**config.mk**
```make
export PLATFORM = sky130hd
export DESIGN_NAME = instr_fetch_decode_flat
export DESIGN_NICKNAME = d
export VERILOG_FILES = /design/src/rtl/instr_fetch_decode_if.sv /design/src/rtl/instr_fetch_decode.sv /design/src/flat_wrapper.sv
export SDC_FILE = /design/constraint.sdc
export NUM_CORES = 1
export LEC_CHECK = 0
export CORE_AREA = 5 5 125 127
export CTS_BUF_LIST = sky130_fd_sc_hd__clkbuf_4
export CTS_CLUSTER_DIAMETER = 200
export DETAILED_ROUTE_END_ITERATION = 12
export DIE_AREA = 0 0 130 132
export PLACE_DENSITY = 0.79
export SLEW_MARGIN = 0
export SYNTH_ARGS = -nofsm -noshare
export SYNTH_HDL_FRONTEND = slang
export SYNTH_SLANG_ARGS = --single-unit
```
**constraint.sdc**
```tcl
create_clock -name clk -period 1.8 [get_ports clk]
set_input_delay 0.45 -clock clk [delete_from_list [all_inputs] [get_ports clk]]
set_output_delay 0.45 -clock clk [all_outputs]
set_load 0.02 [all_outputs]
```
**src/rtl/instr_fetch_decode_if.sv**
```systemverilog
// Bundles the start/fetch/decoded-output signals of instr_fetch_decode.
// master = the fetch/decode block, slave = its environment (memory, consumer, controller).
interface instr_fetch_decode_if #(
  parameter int unsigned ADDR_W = 32,
  parameter int unsigned CNT_W  = 8
);
  logic              start;
  logic [ADDR_W-1:0] base_addr;
  logic [CNT_W-1:0]  count;
  logic              mem_read;
  logic [ADDR_W-1:0] mem_addr;
  logic [31:0]       mem_rdata;
  logic              out_valid;
  logic              out_ready;
  logic [ADDR_W-1:0] pc_out;
  logic [1:0]        fmt;
  logic [5:0]        opcode;
  logic [4:0]        rs;
  logic [4:0]        rt;
  logic [4:0]        rd;
  logic [4:0]        shamt;
  logic [5:0]        funct;
  logic [15:0]       imm;
  logic [25:0]       target;
  logic              busy;
  logic              done;

  modport master (
    input  start, base_addr, count, mem_rdata, out_ready,
    output mem_read, mem_addr, out_valid, pc_out, fmt, opcode, rs, rt, rd, shamt, funct,
           imm, target, busy, done
  );

  modport slave (
    output start, base_addr, count, mem_rdata, out_ready,
    input  mem_read, mem_addr, out_valid, pc_out, fmt, opcode, rs, rt, rd, shamt, funct,
           imm, target, busy, done
  );
endinterface

```
**src/rtl/instr_fetch_decode.sv**
```systemverilog
// Sequential instruction fetch and MIPS-style field decode with a valid/ready output.
// Optional FETCH_JUMP_FOLLOW_EN: accepted J-type words redirect the next fetch to their target.
module instr_fetch_decode #(
  parameter int unsigned ADDR_W  = 32,
  parameter int unsigned CNT_W   = 8,
  parameter int unsigned MEM_LAT = 1,
  parameter int unsigned STRIDE  = 4
) (
  input logic                 clk,
  input logic                 rst_n,
  instr_fetch_decode_if.master bus
);

  typedef enum logic [2:0] {StIdle, StIssue, StWait, StPresent, StDone} state_e;

  localparam logic [1:0] FmtR   = 2'd0;
  localparam logic [1:0] FmtI   = 2'd1;
  localparam logic [1:0] FmtJ   = 2'd2;
  localparam logic [1:0] FmtUnk = 2'd3;

  state_e            state_q;
  logic [ADDR_W-1:0] pc_q;
  logic [ADDR_W-1:0] pc_out_q;
  logic [CNT_W-1:0]  rem_q;
  logic [2:0]        lat_q;
  logic [31:0]       ir_q;
  logic [1:0]        fmt_q;
  logic              mem_read_q;
  logic              out_valid_q;
  logic              busy_q;
  logic              done_q;
  logic [ADDR_W-1:0] pc_step;
  logic [ADDR_W-1:0] pc_next;

  function automatic logic [1:0] decode_fmt(input logic [5:0] op);
    case (op)
      6'd0:                                     return FmtR;
      6'd4, 6'd5, 6'd8, 6'd9, 6'd10, 6'd12,
      6'd13, 6'd14, 6'd15, 6'd35, 6'd43:        return FmtI;
      6'd2, 6'd3:                               return FmtJ;
      default:                                  return FmtUnk;
    endcase
  endfunction

  assign pc_step = pc_q + ADDR_W'(STRIDE);

`ifdef FETCH_JUMP_FOLLOW_EN
  logic [ADDR_W-1:0] pc_plus4;

  // Jump target keeps the upper bits of the delay-slot address, not of pc+STRIDE.
  always_comb begin
    pc_plus4 = pc_q + ADDR_W'(4);
    pc_next  = pc_step;
    if (fmt_q == FmtJ) begin
      pc_next       = pc_plus4;
      pc_next[27:0] = {ir_q[25:0], 2'b00};
    end
  end
`else
  assign pc_next = pc_step;
`endif

  always_ff @(posedge clk or negedge rst_n) begin
    if (!rst_n) begin
      state_q     <= StIdle;
      pc_q        <= '0;
      pc_out_q    <= '0;
      rem_q       <= '0;
      lat_q       <= '0;
      ir_q        <= '0;
      fmt_q       <= '0;
      mem_read_q  <= 1'b0;
      out_valid_q <= 1'b0;
      busy_q      <= 1'b0;
      done_q      <= 1'b0;
    end else begin
      mem_read_q <= 1'b0;
      done_q     <= 1'b0;
      unique case (state_q)
        StIdle: begin
          if (bus.start) begin
            if (bus.count != '0) begin
              pc_q       <= bus.base_addr;
              rem_q      <= bus.count;
              mem_read_q <= 1'b1;
              busy_q     <= 1'b1;
              state_q    <= StIssue;
            end else begin
              done_q <= 1'b1;
            end
          end
        end
        StIssue: begin
          lat_q   <= 3'(MEM_LAT);
          state_q <= StWait;
        end
        StWait: begin
          if (lat_q == 3'd0) begin
            ir_q        <= bus.mem_rdata;
            fmt_q       <= decode_fmt(bus.mem_rdata[31:26]);
            pc_out_q    <= pc_q;
            out_valid_q <= 1'b1;
            state_q     <= StPresent;
          end else begin
            lat_q <= lat_q - 3'd1;
          end
        end
        StPresent: begin
          if (bus.out_ready) begin
            out_valid_q <= 1'b0;
            rem_q       <= rem_q - CNT_W'(1);
            pc_q        <= pc_next;
            if (rem_q == CNT_W'(1)) begin
              // busy drops together with the done pulse.
              done_q  <= 1'b1;
              busy_q  <= 1'b0;
              state_q <= StDone;
            end else begin
              mem_read_q <= 1'b1;
              state_q    <= StIssue;
            end
          end
        end
        StDone: begin
          state_q <= StIdle;
        end
        default: begin
          state_q <= StIdle;
        end
      endcase
    end
  end

  assign bus.mem_read  = mem_read_q;
  assign bus.mem_addr  = pc_q;
  assign bus.out_valid = out_valid_q;
  assign bus.pc_out    = pc_out_q;
  assign bus.fmt       = fmt_q;
  assign bus.opcode    = ir_q[31:26];
  assign bus.rs        = ir_q[25:21];
  assign bus.rt        = ir_q[20:16];
  assign bus.rd        = ir_q[15:11];
  assign bus.shamt     = ir_q[10:6];
  assign bus.funct     = ir_q[5:0];
  assign bus.imm       = ir_q[15:0];
  assign bus.target    = ir_q[25:0];
  assign bus.busy      = busy_q;
  assign bus.done      = done_q;

endmodule

```
**src/flat_wrapper.sv**
```systemverilog
// flat-port wrapper written by rule: the top's interface ports become plain ports
module instr_fetch_decode_flat 
#(
  parameter int unsigned ADDR_W  = 32,
  parameter int unsigned CNT_W   = 8,
  parameter int unsigned MEM_LAT = 1,
  parameter int unsigned STRIDE  = 4
)
  (clk, rst_n, bus_start, bus_base_addr, bus_count, bus_mem_rdata, bus_out_ready, bus_mem_read, bus_mem_addr, bus_out_valid, bus_pc_out, bus_fmt, bus_opcode, bus_rs, bus_rt, bus_rd, bus_shamt, bus_funct, bus_imm, bus_target, bus_busy, bus_done);
  instr_fetch_decode_if #(.ADDR_W(ADDR_W), .CNT_W(CNT_W)) bus_i ();
  input logic clk;
  input logic rst_n;
  input wire logic [$bits(bus_i.start)-1:0] bus_start;
  input wire logic [$bits(bus_i.base_addr)-1:0] bus_base_addr;
  input wire logic [$bits(bus_i.count)-1:0] bus_count;
  input wire logic [$bits(bus_i.mem_rdata)-1:0] bus_mem_rdata;
  input wire logic [$bits(bus_i.out_ready)-1:0] bus_out_ready;
  output wire logic [$bits(bus_i.mem_read)-1:0] bus_mem_read;
  output wire logic [$bits(bus_i.mem_addr)-1:0] bus_mem_addr;
  output wire logic [$bits(bus_i.out_valid)-1:0] bus_out_valid;
  output wire logic [$bits(bus_i.pc_out)-1:0] bus_pc_out;
  output wire logic [$bits(bus_i.fmt)-1:0] bus_fmt;
  output wire logic [$bits(bus_i.opcode)-1:0] bus_opcode;
  output wire logic [$bits(bus_i.rs)-1:0] bus_rs;
  output wire logic [$bits(bus_i.rt)-1:0] bus_rt;
  output wire logic [$bits(bus_i.rd)-1:0] bus_rd;
  output wire logic [$bits(bus_i.shamt)-1:0] bus_shamt;
  output wire logic [$bits(bus_i.funct)-1:0] bus_funct;
  output wire logic [$bits(bus_i.imm)-1:0] bus_imm;
  output wire logic [$bits(bus_i.target)-1:0] bus_target;
  output wire logic [$bits(bus_i.busy)-1:0] bus_busy;
  output wire logic [$bits(bus_i.done)-1:0] bus_done;
  assign bus_i.start = bus_start;
  assign bus_i.base_addr = bus_base_addr;
  assign bus_i.count = bus_count;
  assign bus_i.mem_rdata = bus_mem_rdata;
  assign bus_i.out_ready = bus_out_ready;
  assign bus_mem_read = bus_i.mem_read;
  assign bus_mem_addr = bus_i.mem_addr;
  assign bus_out_valid = bus_i.out_valid;
  assign bus_pc_out = bus_i.pc_out;
  assign bus_fmt = bus_i.fmt;
  assign bus_opcode = bus_i.opcode;
  assign bus_rs = bus_i.rs;
  assign bus_rt = bus_i.rt;
  assign bus_rd = bus_i.rd;
  assign bus_shamt = bus_i.shamt;
  assign bus_funct = bus_i.funct;
  assign bus_imm = bus_i.imm;
  assign bus_target = bus_i.target;
  assign bus_busy = bus_i.busy;
  assign bus_done = bus_i.done;
  instr_fetch_decode #(.ADDR_W(ADDR_W), .CNT_W(CNT_W), .MEM_LAT(MEM_LAT), .STRIDE(STRIDE)) u_core (.clk(clk), .rst_n(rst_n), .bus(bus_i));
endmodule
```
==> results.ini, run 1 <==
[timing]
slew_headroom_pct = 70.4
drv_slew = 0
setup_viol = 35
layout_min_cycle_time_ns = 1.84
worst_pin_slew_ns = 0.440
final.setup.worst_slack_ns = -0.0395
max_freq_ghz = 0.544
rsz0062_at_grt = true
hold_viol = 0
min_period_over_period_pct = 102
clock_skew_ns = 0.0232

[synthesis]
synth_nets = 637
ys_warn_count = 0
synth_top_cells_by_area = dfrtp_1 49%, mux2_2 12%, buf_4 5.3%, a21oi_1 4.0%, o21ai_0 2.7%
ys_types = 63
seq_area_frac_synth_pct = 49.0
synth-edff-count = 0
synth_top_area_share_pct = 49.0
async_reset_ff_share_pct = 100
yosysTopAreaCell = dfrtp_1
synth-main-ff-cell = dfrtp_1
ys_ff_latch = 116
netlist_area_um2 = 5920
synthCells = 556
syn_avg_cell_area_um2 = 10.7

[route]
wl_per_cell_um = 19.6
vias = 5522
drc_errors = 0
drt-total-wl_um = 20000
ant_nets = 0
drt_iter0_markers = 207
viasPerCell = 5.42
dr.pass1.iters = 5

[setup_path]
worstPathArrival_ns = 2.24
r2r_start = u_core.lat_q[0]
r2r_setup_slack_ns = -0.04
end_kind = flip-flop
startpoint = u_core.lat_q[0]
cp-start-kind = flip-flop
reg2reg_depth = 9
crit_top_cell = ha_4
critical_path.top_delay_family = buffers and inverters
path_buf_inv = 4
crit_fanout = 7
cp.depth = 9
critPathMaxStageDelay_ns = 0.41
worstSetupPathType = flip-flop to flip-flop
worstPathRequired_ns = 2.20
path_cells = inv_2 -> ha_4 -> ha_4 -> nand2_4 -> nor3_4 -> buf_6 -> buf_8 -> buf_12 -> mux2_4
crit_slowest_cell = dfrtp_1

[global_routing]
grt_use_total_pct = 22.4
grt_pass1_vias = 5637
grt_first_pass_wirelength_um = 30200
grt_max_degree = 54
grt.overflow.total = 0
antenna_found_initial = 0

[power_and_ir_drop]
clkPwrFrac_pct = 10.8
intPower_mw = 10.1
power_density_nw_per_um2 = 1940
p_leak_nw = 4.14
p_sw_mw = 8.09
p_total_mw = 18.2
combPwrFrac_pct = 62.5
ir_drop_mv = 0.933
netSwitchingFraction_pct = 44.4
power_frac_seq_pct = 26.7

[cells_and_area]
most-common-layout-cells = 105 x dfrtp_1, 74 x clkdlybuf4s50_1, 73 x buf_4
drive_above_1_share_pct = 35.9
diodes = 0
final_common_cell = dfrtp_1
area_growth_pct = 58.7
stdcell_count = 1019
nets = 903

[place]
portBuffers = 219
hpwl_um = 13100
dp.cells = 956
routabilityCongestion = 0.830

[clocking]
clock_latency_ns = 0.52
htree_levels = 4
clkSinkCount = 116
cts_tree = built
cts_root_buf = clkbuf_4
clk_path_buf_depth = 2
cts_buffers = 17
clk_transition_reported_paths_ns = 0.11

[floorplan]
dieArea_um2 = 17200
die_h_um = 132
die_w_um = 130
start_util_pct = 41.4
core_area_um2 = 14300
rows = 44
io_pins = 220

[outcome]
violations = negative setup slack
status = finished with violations

[min_path]
holdCritPathClass = input port to asynchronous set/reset pin

[flow_run]
drv_cap = 0

-- timing repair --
action / in CTS / in global routing
endpoints found under the hold margin: 80 / 0
hold buffers: 1 / 0
pin swaps: 5 / 12
setup endpoints to repair: 226 / 151
cloned: 7 / 4
gates resized for setup: 267 / 134
buffers inserted: 16 / 7
-- synth_stat cells (all sizes together), types with 4 or more instances --
| cell type | number |
|---|---|
| a21oi | 52 |
| a31oi | 5 |
| nand3 | 24 |
| buf | 62 |
| o22ai | 11 |
| nor3 | 9 |
| mux2 | 64 |
| a2bb2oi | 7 |
| dfrtp | 116 |
| a21o | 4 |
| o2bb2ai | 7 |
| a22oi | 4 |
| o21ai | 34 |
| nand2b | 5 |
| nor2 | 23 |
| and2 | 4 |
| nand2 | 42 |
| clkbuf | 12 |
| nor4 | 8 |
| inv | 13 |
| and3 | 7 |
| ha | 5 |
| nand4 | 6 |
-- cells by family after synthesis --
kind of cell / share of synthesized area, %
multiplexers: 12.5
adder cells (fa/ha/maj): 1.23
flip-flops: 49.0
buffers and inverters: 9.15
AO/OA/AOI/OAI: 15.0
AND/OR/NAND/NOR: 13.1
-- final timing paths --
kind                                      endpoint
min in group clk            u_core.bus.mem_addr[1]
min reg2reg                   u_core.bus.out_valid
max reg2reg                   u_core.bus.pc_out[8]
max                           u_core.bus.pc_out[8]
max in group asynchronous  u_core.bus.mem_addr[22]
min                          u_core.bus.pc_out[25]
-- through the flow --
| step | setup TNS [ns] | area [um2] | hold slack (ns) | util (%) | setup slack, ns |
|---|---|---|---|---|---|
| 6_report | -0.577 | 9400 | 0.267 | 65.7 | -0.0395 |
| 5_1_grt | -4.40 | 9400 | 0.222 | 65.7 | -0.0958 |
| 4_1_cts | -3.34 | 9080 | 0.216 | 63.5 | -0.166 |
| 3_5_place_dp | -23.51 | 8470 | 0.275 | 59.2 | -0.593 |
| 3_3_place_gp | -19.08 | 8470 | 0.274 | 59.2 | -0.541 |
| 2_1_floorplan | 0 | 5940 | 0.154 | - | 0.000104 |
-- power by group through the flow --
stage | logic [mW] | clock network, mW | registers [mW]
CTS | 10.6 | 2.03 | 4.80
detailed placement | 10.7 | 0 | 4.89
global route | 12.1 | 2.13 | 5.03
floorplan | 4.71 | 0 | 6.25
finish | 11.4 | 1.96 | 4.87
global placement | 10.5 | 0 | 4.80
-- sequential cells by signal, summed over array words and instances, names as in the netlist --
| signal | flops |
|---|---|
| u_core.bus.mem_addr | 32 |
| u_core.bus.pc_out | 32 |
| u_core.ir_q | 32 |
| u_core.rem_q | 8 |
| u_core.lat_q | 3 |
| u_core.state_q | 3 |
| u_core.bus.fmt | 2 |
| u_core.bus.busy | 1 |
| u_core.bus.done | 1 |
| u_core.bus.mem_read | 1 |
| u_core.bus.out_valid | 1 |
-- per-layer routing --
layer | wire length, um | vias up | track usage (%)
li1 | - | 2509 | -
met1 | 7810 | 2727 | 26.6
met2 | 10000 | 261 | 38.6
met3 | 1860 | 25 | 7.21
met4 | 283 | 0 | 6.52
met5 | 0 | - | 0
-- final cells by class --
class | instances | area [um2]
fillers | 1174 | 4920
repair buffers | 320 | 3050
flip-flops and latches | 116 | 2920
multi-input cells | 354 | 2860
well taps | 184 | 230
clock inverters | 15 | 165
clock buffers | 17 | 128
inverters | 13 | 48.8
(Power assumes the default switching activity.)
==> run 2, diff against run 1 <==
- CORE_AREA: 5 5 125 127 -> 5 5 143 145
- DIE_AREA: 0 0 130 132 -> 0 0 148 150
- PLACE_DENSITY: 0.79 -> default
==> run 2 against run 1 <==
Effect of this change: the flow still finishes with violations (negative setup slack); final cell count increased by 7.9%; register-to-register slack worse by 0.04 ns; combinational power is 4% higher; utilization decreased by 16 points; sequential power decreased by 1%; routed wire length is 10% higher; sequential cell count is the same; fmax decreased by 2.3%; critical path depth is 1 higher; global-route usage shrank 4.2 points; sequential share of layout area fell by 0.56 points; via count grew 1.9%; largest power group unchanged.
==> results.ini, run 2 (synthesis results as in run 1) <==
[power_and_ir_drop]
p_sw_mw = 8.30
p_leak_nw = 4.26
intPower_mw = 10.3
ir_drop_mv = 0.779
p_total_mw = 18.6
clkPwrFrac_pct = 10.8
power_frac_seq_pct = 25.9
power_density_nw_per_um2 = 1950
netSwitchingFraction_pct = 44.6
combPwrFrac_pct = 63.3

[setup_path]
end_kind = flip-flop
crit_fanout = 6
cp-start-kind = flip-flop
worstPathRequired_ns = 2.22
worstSetupPathType = flip-flop to flip-flop
worstPathArrival_ns = 2.30
reg2reg_depth = 10

[route]
wl_per_cell_um = 20.1
drc_errors = 0
ant_nets = 0
drt-total-wl_um = 22100
dr.pass1.iters = 4
drt_iter0_markers = 268
viasPerCell = 5.12
vias = 5628

[clocking]
clk_path_buf_depth = 2
cts_tree = built
cts_buffers = 17
clock_latency_ns = 0.53
clk_transition_reported_paths_ns = 0.12
clkSinkCount = 116
htree_levels = 4
cts_root_buf = clkbuf_4

[place]
hpwl_um = 13700
dp.cells = 1016
placed_cell_area_um2 = 8610
pre_cts_ws_ns = -0.641
routabilityCongestion = 0.819
portBuffers = 219

[global_routing]
grt_use_total_pct = 18.2
antenna_found_initial = 0
grt_util_met1_pct = 21.7
use_met3_pct = 4.97
grt_max_degree = 60
grtUsageMet2_pct = 32.1
grt-busiest-layer = met2
grt.overflow.total = 0
grt_first_pass_wirelength_um = 31800
grt_pass1_vias = 5762

[timing]
layout_min_cycle_time_ns = 1.88
max_freq_ghz = 0.531
drv_slew = 0
min_period_over_period_pct = 105
setup_viol = 58
rsz0062_at_grt = true
worst_pin_slew_ns = 0.434
final.setup.worst_slack_ns = -0.0836
slew_headroom_pct = 70.8
hold_viol = 0
clock_skew_ns = 0.0153

[cells_and_area]
diodes = 0
design_area_um2 = 9560
nets = 930
final_common_cell = dfrtp_1
final_util_pct = 50.1
most-common-layout-cells = 108 x dfrtp_1, 91 x buf_4, 74 x clkdlybuf4s50_1
stdcell_count = 1100
drive_above_1_share_pct = 41.6
area_growth_pct = 61.4

[min_path]
holdCritPathClass = input port to asynchronous set/reset pin

[floorplan]
start_util_pct = 31.0
io_pins = 220
core_area_um2 = 19100
dieArea_um2 = 22200
die_h_um = 150
die_w_um = 148
rows = 51

[flow_run]
drv_cap = 0

[outcome]
status = finished with violations
violations = negative setup slack

==> run 2: changes by cell type in the layout (fill, tap and decap cells not counted), moves of 4 or more <==
cell | previous run | this run
clkbuf_2 | 12 | 51
a21oi_2 | 18 | 13
dlygate4sd2_1 | 68 | 38
mux2_2 | 21 | 17
mux2_4 | 43 | 47
a21oi_1 | 32 | 37
buf_6 | 10 | 17
buf_4 | 73 | 91
clkdlybuf4s15_1 | 42 | 30
==> run 2: worst max-delay path, stage by stage, from the launching register on <==
cell and delay [ns]:
dfrtp_1 0.41, inv_2 0.08, ha_4 0.14, ha_4 0.15
nand2_4 0.05, nor3_4 0.15, buf_6 0.14, buf_6 0.11
buf_12 0.11, buf_16 0.13, mux2_4 0.30
==> run 2: final cells by class <==
class	instances	area (um2)
sequential	116	2910
fill	1767	9520
inverter	13	48.8
timing repair buffer	347	3160
clock inverter	15	165
tap	238	298
clock buffer	17	128
multi-input combinational	354	2840
==> run 2: power groups by stage <==
stage	registers [mW]	clock network (mW)	logic, mW
4_1_cts	4.75	2.10	10.9
2_1_floorplan	6.25	0	4.71
3_5_place_dp	4.85	0	10.9
5_1_grt	4.99	2.22	12.5
6_report	4.82	2.01	11.8
3_3_place_gp	4.78	0	10.7
==> run 2: path summary, 6_finish.rpt <==
kind	from	end	slack [ns]
min in group clk	bus_base_addr[1]	u_core.bus.mem_addr[1]	0.49
hold / removal	rst_n	u_core.ir_q[23]	0.39
setup / recovery	u_core.lat_q[0]	u_core.ir_q[3]	-0.08
hold reg to reg	u_core.bus.out_valid	u_core.bus.out_valid	0.50
setup reg to reg	u_core.lat_q[0]	u_core.ir_q[3]	-0.08
max in group asynchronous	rst_n	u_core.bus.pc_out[2]	0.75
==> run 2: stage by stage <==
step	hold WS, ns	TNS [ns]
2_1_floorplan	0.154	0
3_3_place_gp	0.402	-20.81
3_5_place_dp	0.410	-24.51
4_1_cts	0.337	-3.68
5_1_grt	0.371	-8.59
6_report	0.392	-2.47
==> run 2: routing by layer <==
| metal | part of all wire [%] | wire length, um |
|---|---|---|
| met2 | 49 | 10900 |
| met1 | 41 | 8940 |
| met4 | 2.1 | 454 |
| met3 | 8.1 | 1800 |
| met5 | 0 | 0 |
==> run 2: repair_timing <==
action,CTS,global route
resized for setup,288,195
pin swaps,3,13
hold buffers,1,0
setup buffers,19,21
hold endpoints to repair,25,0
setup endpoints to repair,238,184
cloned,7,8
==> run 3, diff against run 2 <==
- clock period: 1.8 -> 2.4 ns (I/O delays scaled with it)
==> run 3 against run 2 <==
Effect of this change: the flow now finishes without violations; clock skew shrank 0.0025 ns; routed wire length shrank 21%; utilization shrank 5.0 points; die area is the same; via count shrank 10%; critical endpoint is now bus_mem_addr[24].
==> results.ini, run 3 (synthesis results as in run 1) <==
[cells_and_area]
area_growth_pct = 45.3
final_common_cell = clkdlybuf4s50_1
stdcell_count = 999
diodes = 0
nets = 829
drive_above_1_share_pct = 20.0
most-common-layout-cells = 216 x clkdlybuf4s50_1, 111 x dfrtp_1, 64 x mux2_2

[timing]
rsz0062_at_grt = false
max_freq_ghz = 0.444
setup_viol = 0
slew_headroom_pct = 68.1
min_period_over_period_pct = 93.8
worst_pin_slew_ns = 0.475
clock_skew_ns = 0.0128
layout_min_cycle_time_ns = 2.25
drv_slew = 0
hold_viol = 0
finalSetupTns_ns = 0

[power_and_ir_drop]
combPwrFrac_pct = 56.6
power_frac_seq_pct = 29.1
netSwitchingFraction_pct = 42.1
power_density_nw_per_um2 = 1520
ir_drop_mv = 0.782
p_leak_nw = 3.47
clkPwrFrac_pct = 14.3
p_sw_mw = 5.49
intPower_mw = 7.56

[clocking]
clk_transition_reported_paths_ns = 0.12
clk_path_buf_depth = 2
cts_buffers = 17
clock_latency_ns = 0.52
htree_levels = 4
cts_tree = built
cts_setup_buffers = 0
clkSinkCount = 116
cts_root_buf = clkbuf_4

[global_routing]
grt.overflow.total = 0
grt_first_pass_wirelength_um = 27700
grt_use_total_pct = 15.7
antenna_found_initial = 1
grt_pass1_vias = 5325
grt_max_degree = 62

[route]
wl_per_cell_um = 17.5
vias = 5056
drt-total-wl_um = 17500
ant_nets = 0
dr.pass1.iters = 4
viasPerCell = 5.06
drt_iter0_markers = 227
drc_errors = 0

[floorplan]
dieArea_um2 = 22200
io_pins = 220
start_util_pct = 31.0
rows = 51
core_area_um2 = 19100
die_h_um = 150
die_w_um = 148

[setup_path]
path_cells = clkdlybuf4s50_1
worstPathRequired_ns = 1.80
worstSetupPathType = flip-flop to output pin
worstPathArrival_ns = 1.65
critical_path.top_delay_family = buffers and inverters
end_kind = output pin
critPathMaxStageDelay_ns = 0.65
crit_fanout = 7
cp-start-kind = flip-flop
crit_slowest_cell = clkdlybuf4s50_1
r2r_setup_slack_ns = 0.31
path_buf_inv = 1

[place]
dp.cells = 966
portBuffers = 219
hpwl_um = 13000
routabilityCongestion = 0.820

[outcome]
status = completed

[flow_run]
drv_cap = 0

[min_path]
holdCritPathClass = input port to asynchronous set/reset pin

[run 3: cell count changes in the layout (fill, tap and decap cells not counted), moves of 16 or more]
cell	delta
buf_6	-17
dlygate4sd2_1	-38
clkdlybuf4s15_1	-30
buf_4	-69
clkdlybuf4s50_1	+142
clkbuf_2	-51
mux2_2	+47
mux2_4	-47
buf_2	-16
[run 3: worst paths after layout]
path,from,to,cells after the start
worst max-delay path,u_core.bus.mem_addr[24],bus_mem_addr[24],1
worst min-delay path,rst_n,u_core.bus.pc_out[26],2
worst max register to register,u_core.bus.mem_addr[3],u_core.bus.mem_addr[28],6
worst min register to register,u_core.bus.out_valid,u_core.bus.out_valid,1
max in group asynchronous,rst_n,u_core.ir_q[12],3
min in group clk,u_core.bus.out_valid,u_core.bus.out_valid,1
[run 3: routing by layer]
layer	GRT usage, %	vias up	routed length, um
met5	0	-	13
met4	4.85	2	127
met3	5.54	14	1530
met2	26.4	231	8430
met1	18.9	2447	7420
li1	-	2362	-
[run 3: area by class of cell]
type,count,area [um2]
fillers,1771,10500
flip-flops and latches,116,2910
multi-input cells,353,2480
repair buffers,247,2480
well taps,238,298
clock inverters,15,255
clock buffers,17,128
inverters,13,48.8
[run 3: what timing repair did]
| action | in CTS | in global routing |
|---|---|---|
| endpoints found under the setup margin | 1 | 6 |
| hold buffers | 1 | 0 |
| gates resized for setup | 1 | 6 |
| endpoints found under the hold margin | 3 | 0 |
| gates cloned | 0 | 0 |
[run 3: per-stage QoR]
| step | total power [mW] | area [um2] | utilization (%) | hold WS (ns) | setup WS [ns] |
|---|---|---|---|---|---|
| after floorplan | 8.20 | 5920 | - | 0.304 | 0.469 |
| after global placement | 11.1 | 8200 | 43.0 | 0.420 | -0.108 |
| after detailed placement | 11.3 | 8200 | 43.0 | 0.424 | -0.168 |
| after CTS | 13.2 | 8600 | 45.1 | 0.346 | 0.00378 |
| after global routing | 13.9 | 8610 | 45.1 | 0.343 | 0.0108 |
| final | 13.0 | 8610 | 45.1 | 0.420 | 0.149 |
[run 3: power groups by stage]
| stage | combinational [mW] | sequential, mW | clock (mW) |
|---|---|---|---|
| final | 7.39 | 3.79 | 1.87 |
| after global routing | 7.91 | 3.97 | 2.05 |
| after CTS | 7.47 | 3.80 | 1.94 |
| after detailed placement | 7.45 | 3.84 | 0 |
| after global placement | 7.33 | 3.79 | 0 |
| after floorplan | 3.52 | 4.68 | 0 |
